### src/rtl/mult_pkg.sv
// Shared types for the shift-and-add multiplier sequencer: FSM state encoding and
// iteration-counter sizing.
package mult_pkg;

    typedef enum logic [1:0] {
        StIdle,
        StRun,
        StSign,
        StDone
    } state_e;

    function automatic int unsigned cnt_width(input int unsigned n);
        return (n < 2) ? 1 : $clog2(n);
    endfunction

endpackage

### src/rtl/mult_sequencer_if.sv
// Operand/result handshake bundle for mult_sequencer. The master side supplies operands
// and consumes the product; the slave side is the sequencer itself.
interface mult_sequencer_if #(
    parameter int unsigned N = 8
);
    logic           start_valid;
    logic           start_ready;
    logic [N-1:0]   a;
    logic [N-1:0]   b;
    logic           done_valid;
    logic           done_ready;
    logic [2*N-1:0] result;
    logic           result_negative;
    logic           busy;

    modport master (
        output start_valid,
        output a,
        output b,
        output done_ready,
        input  start_ready,
        input  done_valid,
        input  result,
        input  result_negative,
        input  busy
    );

    modport slave (
        input  start_valid,
        input  a,
        input  b,
        input  done_ready,
        output start_ready,
        output done_valid,
        output result,
        output result_negative,
        output busy
    );

endinterface

### src/rtl/ripple_adder.sv
// N-bit ripple-carry adder producing an (N+1)-bit sum; the carry out lands in the top bit.
module ripple_adder #(
    parameter int unsigned N = 8
) (
    input  logic [N-1:0] a,
    input  logic [N-1:0] b,
    output logic [N:0]   sum
);

    // Carry held in a block-local variable so the chain is a single sequential walk.
    always_comb begin : p_ripple
        logic carry;
        carry = 1'b0;
        sum   = '0;
        for (int i = 0; i < N; i++) begin
            sum[i] = a[i] ^ b[i] ^ carry;
            carry  = (a[i] & b[i]) | (carry & (a[i] ^ b[i]));
        end
        sum[N] = carry;
    end

endmodule

### src/rtl/mult_sequencer.sv
// Sequential shift-and-add multiplier: one (N+1)-bit add per cycle for N cycles, product held
// until taken. Define MULT_SIGNED_EN for two's-complement operands (adds a one-cycle SIGN step).
module mult_sequencer
    import mult_pkg::*;
#(
    parameter int unsigned N = 8
) (
    input logic             clk,
    input logic             rst,
    mult_sequencer_if.slave bus
);

    localparam int unsigned CW = cnt_width(N);

    state_e         state_q, state_d;
    logic [N-1:0]   m_q, m_d;
    logic [N-1:0]   p_hi_q, p_hi_d;
    logic [N-1:0]   q_q, q_d;
    logic [CW-1:0]  cnt_q, cnt_d;

    logic [N-1:0]   addend;
    logic [N:0]     sum;
    logic [2*N-1:0] prod;
    logic [N-1:0]   a_mag;
    logic [N-1:0]   b_mag;

    assign prod   = {p_hi_q, q_q};
    assign addend = q_q[0] ? m_q : '0;

    ripple_adder #(
        .N (N)
    ) u_adder (
        .a   (p_hi_q),
        .b   (addend),
        .sum (sum)
    );

`ifdef MULT_SIGNED_EN
    logic           sign_q, sign_d;
    logic           neg_q, neg_d;
    logic           sign_in;
    logic [2*N-1:0] prod_neg;

    // |-2^(N-1)| wraps back to 2^(N-1), which is still correct read as unsigned.
    assign a_mag    = bus.a[N-1] ? (~bus.a + N'(1)) : bus.a;
    assign b_mag    = bus.b[N-1] ? (~bus.b + N'(1)) : bus.b;
    assign sign_in  = bus.a[N-1] ^ bus.b[N-1];
    assign prod_neg = ~prod + (2 * N)'(1);
`else
    assign a_mag = bus.a;
    assign b_mag = bus.b;
`endif

    always_ff @(posedge clk) begin
        if (rst) begin
            state_q <= StIdle;
            m_q     <= '0;
            p_hi_q  <= '0;
            q_q     <= '0;
            cnt_q   <= '0;
`ifdef MULT_SIGNED_EN
            sign_q  <= 1'b0;
            neg_q   <= 1'b0;
`endif
        end else begin
            state_q <= state_d;
            m_q     <= m_d;
            p_hi_q  <= p_hi_d;
            q_q     <= q_d;
            cnt_q   <= cnt_d;
`ifdef MULT_SIGNED_EN
            sign_q  <= sign_d;
            neg_q   <= neg_d;
`endif
        end
    end

    always_comb begin
        state_d = state_q;
        m_d     = m_q;
        p_hi_d  = p_hi_q;
        q_d     = q_q;
        cnt_d   = cnt_q;
`ifdef MULT_SIGNED_EN
        sign_d  = sign_q;
        neg_d   = neg_q;
`endif
        unique case (state_q)
            StIdle: begin
                if (bus.start_valid) begin
                    m_d     = b_mag;
                    q_d     = a_mag;
                    p_hi_d  = '0;
                    cnt_d   = '0;
`ifdef MULT_SIGNED_EN
                    sign_d  = sign_in;
                    neg_d   = 1'b0;
`endif
                    state_d = StRun;
                end
            end
            StRun: begin
                // Carry out of the add becomes the new top bit of the running product.
                {p_hi_d, q_d} = {sum, q_q[N-1:1]};
                cnt_d         = cnt_q + CW'(1);
                if (cnt_q == CW'(N - 1)) begin
`ifdef MULT_SIGNED_EN
                    state_d = StSign;
`else
                    state_d = StDone;
`endif
                end
            end
            StSign: begin
`ifdef MULT_SIGNED_EN
                if (sign_q && (prod != '0)) begin
                    {p_hi_d, q_d} = prod_neg;
                    neg_d         = 1'b1;
                end else begin
                    neg_d = 1'b0;
                end
`endif
                state_d = StDone;
            end
            StDone: begin
                if (bus.done_ready) begin
                    state_d = StIdle;
                end
            end
            default: state_d = StIdle;
        endcase
    end

    assign bus.start_ready = (state_q == StIdle);
    assign bus.busy        = (state_q != StIdle);
    assign bus.done_valid  = (state_q == StDone);
    assign bus.result      = prod;
`ifdef MULT_SIGNED_EN
    assign bus.result_negative = neg_q;
`else
    assign bus.result_negative = 1'b0;
`endif

endmodule

### src/flat_wrapper.sv
// flat-port wrapper written by rule: the top's interface ports become plain ports
module mult_sequencer_flat import mult_pkg::*;
#(
    parameter int unsigned N = 8
)
  (clk, rst, bus_start_valid, bus_a, bus_b, bus_done_ready, bus_start_ready, bus_done_valid, bus_result, bus_result_negative, bus_busy);
  mult_sequencer_if #(.N(N)) bus_i ();
  input logic clk;
  input logic rst;
  input wire logic [$bits(bus_i.start_valid)-1:0] bus_start_valid;
  input wire logic [$bits(bus_i.a)-1:0] bus_a;
  input wire logic [$bits(bus_i.b)-1:0] bus_b;
  input wire logic [$bits(bus_i.done_ready)-1:0] bus_done_ready;
  output wire logic [$bits(bus_i.start_ready)-1:0] bus_start_ready;
  output wire logic [$bits(bus_i.done_valid)-1:0] bus_done_valid;
  output wire logic [$bits(bus_i.result)-1:0] bus_result;
  output wire logic [$bits(bus_i.result_negative)-1:0] bus_result_negative;
  output wire logic [$bits(bus_i.busy)-1:0] bus_busy;
  assign bus_i.start_valid = bus_start_valid;
  assign bus_i.a = bus_a;
  assign bus_i.b = bus_b;
  assign bus_i.done_ready = bus_done_ready;
  assign bus_start_ready = bus_i.start_ready;
  assign bus_done_valid = bus_i.done_valid;
  assign bus_result = bus_i.result;
  assign bus_result_negative = bus_i.result_negative;
  assign bus_busy = bus_i.busy;
  mult_sequencer #(.N(N)) u_core (.clk(clk), .rst(rst), .bus(bus_i));
endmodule
### config.mk
export PLATFORM = sky130hd
export DESIGN_NAME = mult_sequencer_flat
export DESIGN_NICKNAME = d
export VERILOG_FILES = /design/src/rtl/mult_pkg.sv /design/src/rtl/mult_sequencer_if.sv /design/src/rtl/ripple_adder.sv /design/src/rtl/mult_sequencer.sv /design/src/flat_wrapper.sv
export SDC_FILE = /design/constraint.sdc
export NUM_CORES = 1
export LEC_CHECK = 0
export CORE_ASPECT_RATIO = 1.5
export CORE_MARGIN = 2
export CORE_UTILIZATION = 44
export DETAILED_ROUTE_END_ITERATION = 8
export PLACE_DENSITY = 0.82
export SLEW_MARGIN = 0
export SYNTH_ARGS = -nofsm -noshare
export SYNTH_HDL_FRONTEND = slang
export SYNTH_HIERARCHICAL = 1
export SYNTH_SLANG_ARGS = --single-unit
### constraint.sdc
create_clock -name clk -period 5.2 [get_ports clk]
set_input_delay 0.52 -clock clk [delete_from_list [all_inputs] [get_ports clk]]
set_output_delay 0.52 -clock clk [all_outputs]
set_load 0.05 [all_outputs]
==> flow_metrics.tcl <==
set metrics [dict create \
    run_status "complete, no violations" \
    num_rows 25 \
    rr_endpoint "u_core/p_hi_q[6]" \
    cts.repair.resized 0 \
    ir_drop_mv 0.4642 \
    grt_pass1_wl_um 5471 \
    synth_largest_area_cell "dfxtp_1" \
    ant_nets 0 \
    synth_common_cells "dfxtp_1 (29), nor2_1 (18), inv_1 (13), a32oi_1 (10), nand2_1 (10)" \
    worstMarginPinSlew_ps 1046 \
    worstSetupPathType "flop to flop" \
    first_pass_iters 4 \
    crit_arrival_ps 3950 \
    swShare_pct 43.19 \
    track_usage_pct 19.52 \
    cp-startpoint "u_core/q_q[0]" \
    cts_buffers 5 \
    regArea_sq_um 580.6 \
    finalPower_uw 896.4 \
    ys_types 25 \
    viasPerCell 5.291 \
    crit_required_ps 5400 \
    die_x_um 51.52 \
    hold_viol_final 0 \
    p_seq_share_pct 33.4 \
    worstSetupStartpointType "flop" \
    multi_input_area_sq_um 790.8 \
    r2r-start "u_core/q_q[0]" \
    drive_above_1_share_pct 3.093 \
    cts_sinks 29 \
    h-tree-depth 2 \
    hpwlAfterDp_um 2436 \
    diodes 0 \
    clk_pin_slew_ps 60 \
    num_vias 1238 \
    die_area_sq_um 3878 \
    p_leak_nw 0.7796 \
    wl_um 3208 \
    synth_top_area_share_pct 38.96 \
    num-fill-cells 300 \
    grt_setup_unrepaired "no" \
    clock.fmax_ghz 0.2667 \
    grt_pass1_vias 1284 \
    overflow 0 \
    place_congestion 0.7995 \
    ys_ff_latch 29 \
    clk_path_buf_depth 2 \
    wire_per_inst_um 13.71 \
    postCtsHoldBufs 0 \
    p_switching_uw 387.2 \
    antenna_found_initial 0 \
    fin_nets 227 \
    combPwrFrac_pct 47.5 \
    drt_iter0_markers 19 \
    r2r_slack_ps 1450 \
    p_int_uw 509.2 \
    min_period_ps 3749 \
    drc_errors 0 \
    ios 40 \
    finalSetupViolCount 0 \
    synth_edf_count 0 \
    netlist_instances 160 \
    cap_violations 0 \
    grt_max_degree 31 \
    die_h_um 75.28 \
    crit_path_end_kind "flop" \
    ys_async_sr_fraction_pct 0 \
    setup_tns_ps 0 \
    synthesis.area_sq_um 1490 \
    cts_setup_buffers 0 \
    synth_nets 194 \
    yosys_warnings 6 \
    areaGrowthSynthToFinish_pct 29.55 \
    ff2ff_path_depth 15 \
    relSlewSlack_pct 30.04 \
    skew_ps 1.449 \
    fin_crit_sh_pct 72.10 \
    clockPowerShare_pct 19.1 \
    synth.top_cells.by_area "dfxtp_1 (39%), fa_1 (9.4%), mux2i_1 (6.0%)" \
    crit_fanout 10 \
    holdCritPathClass "flop to flop" \
    clkLatencyLatePin_ps 270 \
    drv_slew 0 \
    power_density_nw_per_um2 464.3 \
    yosysMostFrequentCell "dfxtp_1" \
    cts_tree "yes" \
    port_buffers 38 \
    critPathCapture "u_core/p_hi_q[6]" \
    seq_area_frac_synth_pct 38.96 \
    core_area_sq_um 3191 \
    start_util_pct 46.71 \
    synthFlopType "dfxtp_1" \
    cts_root_buf "clkbuf_8" \
    syn_avg_cell_area_sq_um 9.314 \
]
[cells by family after synthesis]
logic type	after synthesis	share of synthesized area, %
buffers and inverters	25	7.976
AOI/OAI and AO/OA	30	14.36
and+or+nand+nor	51	16.12
other	1	0.2516
DFF	29	38.96
adders and majority gates	14	15.28
muxes	10	7.053
[power by group through the flow]
| stage | clock network [mW] | logic (mW) | registers [mW] |
|---|---|---|---|
| 3_3_place_gp | 0 | 0.414 | 0.300 |
| 6_report | 0.172 | 0.425 | 0.299 |
| 5_1_grt | 0.185 | 0.460 | 0.306 |
| 3_5_place_dp | 0 | 0.427 | 0.304 |
| 4_1_cts | 0.177 | 0.429 | 0.300 |
| 2_1_floorplan | 0 | 0.244 | 0.379 |
[layer usage]
metal | global-route usage, % | routed length [um]
met3 | 5.556 | 131
met2 | 35.90 | 1807
met5 | 0 | 0
met4 | 11.70 | 89
met1 | 19.04 | 1180
[worst min-delay path by stage]
| stage | start | to | slack (ps) | cells past startpoint |
|---|---|---|---|---|
| floorplan | u_core/m_q[0] | u_core/m_q[0] | 430 | 2 |
| global placement | u_core/m_q[4] | u_core/m_q[4] | 440 | 2 |
| detailed placement | u_core/m_q[5] | u_core/m_q[5] | 450 | 2 |
| CTS | u_core/m_q[5] | u_core/m_q[5] | 450 | 2 |
| global route | u_core/m_q[0] | u_core/m_q[0] | 480 | 2 |
| finish | u_core/m_q[5] | u_core/m_q[5] | 450 | 2 |
[final cells by class]
| type | count | area share, % |
|---|---|---|
| tap | 40 | 2.592 |
| clock buffer | 8 | 4.148 |
| timing repair buffer | 38 | 19.70 |
| inverter | 13 | 2.528 |
| sequential | 29 | 30.07 |
| multi-input combinational | 106 | 40.96 |
[layout by cell type (no fill, tap or decap), types with 8 or more instances in the layout]
cell | Yosys | routed
a211oi_1 | 9 | 9
dfxtp_1 | 29 | 29
mux2i_1 | 9 | 9
nand2_1 | 10 | 10
and2_1 | 8 | 8
a21oi_1 | 9 | 9
nor2_1 | 18 | 18
clkdlybuf4s50_1 | 0 | 38
a32oi_1 | 10 | 10
nand3_1 | 8 | 8
inv_1 | 13 | 13
[critical path, cell delays in order, from the launching register on]
cell	delay (ps)
dfxtp_1	370
and2_1	160
ha_1	170
inv_1	60
fa_1	150
inv_1	50
fa_1	370
fa_1	390
fa_1	420
fa_1	400
fa_1	370
inv_1	80
fa_1	400
inv_1	70
a32oi_1	90
nor2_1	130
[per-stage QoR]
| stage | util (%) | std cells | setup slack [ps] | hold slack, ps | cell area, sq um |
|---|---|---|---|---|---|
| after floorplan | - | 160 | 1450 | 431.7 | 1490 |
| after detailed placement | 58.00 | 226 | 1464 | 445.5 | 1851 |
| final | 60.51 | 234 | 1451 | 450.9 | 1931 |
| after global placement | 58.00 | 226 | 1586 | 442.6 | 1851 |
| after global routing | 60.51 | 234 | 1216 | 479.0 | 1931 |
| after CTS | 60.51 | 234 | 1450 | 453.4 | 1931 |
[sequential cells by signal, summed over array words and instances (netlist names)]
register / count
u_core/state_q: 2
u_core/m_q: 8
u_core/q_q: 8
u_core/p_hi_q: 8
u_core/cnt_q: 3
Note: power is estimated with default switching activity, not from simulation.
